==> src/rtl/multiply_add_seq.sv <==
// Sequential shift-add multiply-accumulate p = a*b + c, one partial product per clock.
// Optional ovf output (result exceeds WIDTH bits) is enabled by defining MULT_SEQ_OVF_EN.
module multiply_add_seq #(
    parameter int WIDTH = 16
) (
    input  logic               clk,
    input  logic               rst,
    input  logic               start,
    output logic               busy,
    output logic               done,
    input  logic [WIDTH-1:0]   a,
    input  logic [WIDTH-1:0]   b,
    input  logic [WIDTH-1:0]   c,
    output logic [2*WIDTH-1:0] p
`ifdef MULT_SEQ_OVF_EN
    ,
    output logic               ovf
`endif
);

    localparam int CW = $clog2(WIDTH + 1);

    typedef enum logic [1:0] {
        IDLE   = 2'd0,
        RUN    = 2'd1,
        DONE   = 2'd2,
        UNUSED = 2'd3
    } state_t;

    state_t               state_reg, state_next;
    logic [2*WIDTH-1:0]   acc_reg, acc_next;
    logic [CW-1:0]        cnt_reg, cnt_next;
    logic [WIDTH-1:0]     b_reg, b_next;
    logic [WIDTH-1:0]     c_reg, c_next;
    logic [2*WIDTH-1:0]   p_reg, p_next;
    logic                 done_reg, done_next;
    logic                 busy_reg, busy_next;
    logic                 ovf_reg, ovf_next;
    logic [WIDTH-1:0]     pp;
    logic [WIDTH:0]       sum;

    // Partial product: multiplier gated by the current low bit of the shifting multiplicand.
    genvar gi;
    generate
        for (gi = 0; gi < WIDTH; gi++) begin : g_pp
            assign pp[gi] = b_reg[gi] & acc_reg[0];
        end
    endgenerate

    assign sum = {1'b0, acc_reg[2*WIDTH-1:WIDTH]} + {1'b0, pp};

    always_comb begin
        state_next = state_reg;
        acc_next   = acc_reg;
        cnt_next   = cnt_reg;
        b_next     = b_reg;
        c_next     = c_reg;
        p_next     = p_reg;
        done_next  = 1'b0;
        ovf_next   = ovf_reg;
        case (state_reg)
            IDLE: begin
                if (start) begin
                    acc_next   = {{WIDTH{1'b0}}, a};
                    b_next     = b;
                    c_next     = c;
                    cnt_next   = CW'(WIDTH);
                    state_next = RUN;
                end
            end
            RUN: begin
                if (cnt_reg != '0) begin
                    acc_next = {sum, acc_reg[WIDTH-1:1]};
                    cnt_next = cnt_reg - CW'(1);
                end
                if (cnt_reg <= CW'(1)) begin
                    state_next = DONE;
                end
            end
            DONE: begin
                p_next     = acc_reg + {{WIDTH{1'b0}}, c_reg};
                ovf_next   = |p_next[2*WIDTH-1:WIDTH];
                done_next  = 1'b1;
                state_next = IDLE;
            end
            default: begin
                state_next = IDLE;
            end
        endcase
        busy_next = (state_next == RUN) || (state_next == DONE);
    end

    always_ff @(posedge clk) begin
        if (rst) begin
            state_reg <= IDLE;
            acc_reg   <= '0;
            cnt_reg   <= '0;
            b_reg     <= '0;
            c_reg     <= '0;
            p_reg     <= '0;
            done_reg  <= 1'b0;
            busy_reg  <= 1'b0;
            ovf_reg   <= 1'b0;
        end else begin
            state_reg <= state_next;
            acc_reg   <= acc_next;
            cnt_reg   <= cnt_next;
            b_reg     <= b_next;
            c_reg     <= c_next;
            p_reg     <= p_next;
            done_reg  <= done_next;
            busy_reg  <= busy_next;
            ovf_reg   <= ovf_next;
        end
    end

    assign busy = busy_reg;
    assign done = done_reg;
    assign p    = p_reg;

`ifdef MULT_SEQ_OVF_EN
    assign ovf = ovf_reg;
`else
    // Without the ovf port the flag register has no load and is trimmed.
    logic unused_ovf;
    assign unused_ovf = ovf_reg;
`endif

endmodule

==> config.mk <==
export PLATFORM = sky130hd
export DESIGN_NAME = multiply_add_seq
export DESIGN_NICKNAME = d
export VERILOG_FILES = /design/src/rtl/multiply_add_seq.sv
export SDC_FILE = /design/constraint.sdc
export NUM_CORES = 1
export LEC_CHECK = 0
export CAP_MARGIN = 20
export CORE_MARGIN = 1.5
export CORE_UTILIZATION = 50
export DETAILED_ROUTE_END_ITERATION = 16
export PLACE_DENSITY = 0.83
export SYNTH_ARGS = -nofsm -noshare
export SYNTH_HDL_FRONTEND = slang
export SYNTH_SLANG_ARGS = --single-unit
==> constraint.sdc <==
create_clock -name clk -period 3.7 [get_ports clk]
set_input_delay 0.925 -clock clk [delete_from_list [all_inputs] [get_ports clk]]
set_output_delay 0.925 -clock clk [all_outputs]
set_load 0.02 [all_outputs]
* Word level (Yosys, flattened, before mapping)
Cells that the tools add are included.
Word-level totals: output and inout bits 34, logic and storage cells 50, flip-flop bits (word level) 105
Cells by class: order comparisons 1, mux-type cells 10, equal/unequal tests 6, reduce and logical (&&, ||, !) cells 6, $add $sub $neg 3, bitwise operators 16
Operators by type and width (number):
- $mux 32 | 2
- $pmux 32 s2 | 1
- $add 32x16->32 | 1
- $add 16x16->17 | 1
- $and 1x1->1 | 16
- $mux 5 | 2
- $pmux 5 s2 | 1
- $le 5x1->1 const B | 1
- $reduce_bool 5->1 | 1
- $sub 5x1->5 const B | 1
- $eq 2x1->1 const B | 2
- $eq 2x2->1 const B | 2
- $mux 2 | 2
- $ne 2x2->1 const B | 2
- $pmux 2 s2 | 1
- $reduce_and 3->1 | 1
- $logic_not 2->1 | 1
- $reduce_and 2->1 | 1
- $reduce_bool 2->1 | 1
- $logic_or 1x1->1 | 1
- $mux 1 | 1

* Longest topological paths before layout
depth after elaboration 5, gate-level depth with buffers 13, gate-level depth less buffers 12

* Least setup slack after synthesis
OpenSTA, ideal clock, no wires.
path type register to register, start register acc_reg[0], end register acc_reg[28], period minus slack after synthesis 2879 ps, stages on the path, launching flop included 13, setup time 117 ps, path slack 821 ps, arrival 2762 ps, data required time 3583 ps, path through dfxtp_1 clkbuf_1 nand2_1 inv_1 ha_1 a21o_1 a21o_1 a2111oi_4 nor2_2 or4_1 a31oi_2 xnor2_1 a22o_1
On the way: cells in the longest elaborated chain, start to end 4
RTL lines:
- from (decl) | RTL line 31 | logic [2*WIDTH-1:0] acc_reg, acc_next;
- from (signal assigned) | RTL line 106 | acc_reg <= acc_next;
- $and 1x1->1 | RTL line 46 | assign pp[gi] = b_reg[gi] & acc_reg[0];
- $add 16x16->17 (*) | RTL line 50 | assign sum = {1'b0, acc_reg[2*WIDTH-1:WIDTH]} + {1'b0, pp};
- $mux 32 (*) | RTL line 72 | if (cnt_reg != '0) begin
- $pmux 32 s2 (*) | RTL line 61 | case (state_reg)
Every way passes the cells marked *; elsewhere a longest branch is shown, timed or not. The select of a mux whose other input is x is not followed. A chain may end at the register's enable or synchronous reset.

* Worst setup path in the final report
Same ends and word-level chain as after synthesis.

==> impl_metrics.py <==
metrics = {
    "floorplanning": {
        "placeableCoreArea_mm2": 0.01079,
        "die_height_um": 108.0,
        "die_width_um": 108.0,
        "floorplan.die_area_mm2": 0.01166,
        "rows": 38,
        "start_util_pct": 51.07,
        "ioPinCount": 85,
    },
    "place": {
        "place_inst": 869,
        "detailed_place.area_mm2": 0.006464,
        "worst_case_setup_slack_after_placement_ns": 0.9105,
        "gpl.final_weighted_congestion": 0.9065,
        "io_buffers": 84,
        "post-dp-hpwl_um": 10070,
    },
    "global_routing": {
        "grt_first_pass_wirelength_um": 22130,
        "global_route.usage.total_pct": 23.85,
        "grt_max_degree": 54,
        "grt_antenna_before_repair": 0,
        "first_global_vias": 4848,
        "gr-total-overflow": 0,
    },
    "clock_tree": {
        "ctsLongestPathBuffers": 2,
        "htreeDepth": 3,
        "ctsResizeCount": 0,
        "cts_tree": "yes",
        "clkLatencyLatePin_ns": 0.37,
        "tritoncts.num_buffers": 9,
        "cts.sinks": 105,
        "buffer_type_at_the_clock_tree_root": "clkbuf_8",
        "buffers_inserted_during_post_cts_setup_optimization": 0,
        "clk_pin_slew_ns": 0.10,
        "post_cts_hold_buffer_count": 0,
    },
    "power_and_ir_drop": {
        "cellInternalPower_mw": 2.227,
        "p_sw_share_pct": 36.22,
        "power_switching_mw": 1.264,
        "power.leakage_nw": 2.724,
        "clkPwrFrac_pct": 22.4,
        "p_comb_share_pct": 36.2,
        "power.density_mw_per_mm2": 522.3,
        "seq_power_share_pct": 41.4,
        "max-vdd-ir-drop_mv": 0.2153,
    },
    "sta": {
        "finalCriticalPeriod_ns": 2.807,
        "timing_max_transition_violations_final": 0,
        "max_clock_freq_mhz": 356.3,
        "final.setup.tns_ns": 0,
        "unrepaired_setup_endpoints_after_global_routing": "false",
        "final.setup_skew_ns": 0.01161,
        "postLayoutSetupSlackWorst_ns": 0.8931,
        "finalCritPeriodShare_pct": 75.86,
        "final-setup-viol-count": 0,
        "final_report_hold_violation_count": 0,
        "worst-slew-pin-transition_ns": 0.9235,
        "timing.slew.headroom_pct": 38.15,
    },
    "cells_and_area": {
        "final_cell_area_mm2": 0.006684,
        "postLayoutCoreUtil_pct": 61.93,
        "area.sequential_mm2": 0.002102,
        "multi_input_area_mm2": 0.003242,
        "flow.area_growth_from_synthesis_pct": 21.27,
        "num_antenna_cells": 0,
        "finalNetCount": 828,
        "final.fill_count": 909,
        "post_layout_nonfiller_instances": 885,
        "drive_above_1_share_pct": 4.430,
    },
    "worst_setup_path": {
        "worst_path_max_delay_cell": "or4_1",
        "worstRegToRegCells": 11,
        "critical_path_class": "reg2reg",
        "setup.worst_path.start_class": "flop",
        "critical-path-top-delay-family": "compound AO/OA/AOI/OAI gates",
        "cp-end-kind": "flop",
        "reg2reg_slack_ns": 0.89,
        "critical_path_arrival_ns": 3.07,
        "reg2reg_from": "acc_reg[0]",
        "r2r_end": "acc_reg[28]",
        "crit_buf_inv": 1,
        "critPathMaxStageDelay_ns": 0.49,
        "crit_path_frequent_cell": "a21o_1",
        "crit_required_ns": 3.96,
        "crit_chain": "buf_4 -> and2_1 -> ha_1 -> a21o_1 -> a21o_1 -> a2111oi_4 -> nor2_2 -> or4_1 -> a31oi_2 -> xnor2_1 -> a22o_1",
        "timing.critical_path.fanout_max": 17,
    },
    "status": {
        "status": "completed",
    },
    "routing": {
        "route.detailed.drc": 0,
        "route.detailed.vias_per_inst": 5.620,
        "dr_total_vias": 4974,
        "routed_wire_length_per_instance_um": 15.16,
        "antenna_left": 0,
        "postRouteWirelength_um": 13410,
        "drt-initial-drc-count": 230,
        "drtPass1Iterations": 5,
    },
    "logic_synthesis": {
        "yosys_warnings": 0,
        "synth_top_cells_by_area": "dfxtp_1 38%, ha_1 7.9%, nand2_1 7.2%",
        "synth-seq-cells": 105,
        "synth.top_cells.by_count": "106 x nand2_1, 105 x dfxtp_1, 74 x a21oi_1",
        "synth_top_area_share_pct": 38.14,
        "syn_area_per_cell_um2": 8.238,
        "synth_edf_count": 0,
        "asyncSetResetFlopFracSynth_pct": 0,
        "mappedNetlistArea_mm2": 0.005512,
        "synthMostInstantiatedCell": "nand2_1",
        "dominantRegCellSynth": "dfxtp_1",
        "synth_cell_type_count": 47,
        "syn_nets": 757,
        "seq_area_frac_synth_pct": 38.14,
        "cell_count_after_synthesis": 669,
        "synth_top_area_cell": "dfxtp_1",
    },
    "worst_hold_path": {
        "hp-class": "reg2reg",
        "launch_instance_of_the_worst_min_delay_path": "b_reg[8]",
        "min_delay_path_depth": 2,
        "hold_end": "b_reg[8]",
    },
    "run": {
        "timing.max_cap.violations": 0,
    },
}
worst register-to-register path: stages (launching register included):
cell	delay, ns
dfxtp_1	0.32
buf_4	0.19
and2_1	0.18
ha_1	0.19
a21o_1	0.15
a21o_1	0.23
a2111oi_4	0.40
nor2_2	0.11
or4_1	0.49
a31oi_2	0.19
xnor2_1	0.08
a22o_1	0.19
cells in the final DEF, fill, tap and decap left out, types with 3 or more instances in the layout:
| cell | n |
|---|---|
| xor2_1 | 18 |
| o21ai_0 | 19 |
| xnor2_1 | 21 |
| a31oi_1 | 5 |
| nand2_1 | 106 |
| and3_1 | 4 |
| o21a_1 | 5 |
| a22o_1 | 11 |
| nor3_1 | 6 |
| buf_4 | 8 |
| clkdlybuf4s50_1 | 83 |
| inv_1 | 13 |
| a211oi_1 | 35 |
| clkbuf_8 | 10 |
| and2_1 | 17 |
| ha_1 | 35 |
| nor2_1 | 65 |
| o21bai_1 | 4 |
| a21oi_1 | 74 |
| nand2b_1 | 7 |
| nand3_1 | 20 |
| a21o_1 | 14 |
| dfxtp_1 | 105 |
| nor2b_1 | 3 |
| mux2i_1 | 16 |
power by group through the flow:
stage	Combinational, mW	Clock (mW)	Sequential [mW]
floorplan	0.842	0	1.48
global placement	1.21	0	1.46
detailed placement	1.24	0	1.47
CTS	1.25	0.791	1.44
global route	1.40	0.831	1.47
finish	1.26	0.782	1.44
final cells by class:
cell class,instances,share of cell area (%)
Multi-Input combinational cell,519,48.50
Timing Repair Buffer,92,13.40
Sequential cell,105,31.45
Inverter,13,0.7301
Tap cell,140,2.621
Clock inverter,5,1.179
Clock buffer,11,2.115
metrics by stage:
step	hold WS, ns	total power, mW
2_1_floorplan	0.4317	2.326
3_3_place_gp	0.4399	2.665
3_5_place_dp	0.4448	2.710
4_1_cts	0.4582	3.489
5_1_grt	0.4805	3.694
6_report	0.4558	3.491
how the worst max path moves through the flow:
stage / depth (start not counted) / slack [ns] / end / start
2_1_floorplan: 12 / 0.82 / acc_reg[28] / acc_reg[0]
3_3_place_gp: 11 / 0.95 / acc_reg[28] / acc_reg[0]
3_5_place_dp: 11 / 0.91 / p[28] / acc_reg[0]
4_1_cts: 11 / 0.89 / p[22] / acc_reg[0]
5_1_grt: 11 / 0.61 / p[22] / acc_reg[0]
6_report: 11 / 0.89 / acc_reg[28] / acc_reg[0]
logic make-up after synthesis:
| group | share of synthesized area, % |
|---|---|
| xor+xnor | 6.198 |
| mux | 2.906 |
| buf+inv | 3.201 |
| simple gates | 18.84 |
| fa+ha+maj | 8.672 |
| compound gates | 22.04 |
| flops | 38.14 |
metal layers:
layer | part of all wire (%) | track usage (%) | vias to the layer above
met5 | 0 | 0 | -
met4 | 2.3 | 10.71 | 0
met3 | 5.5 | 3.255 | 25
met2 | 48 | 41.41 | 169
met1 | 44 | 29.36 | 2292
li1 | - | - | 2488
(Power assumes the default switching activity.)
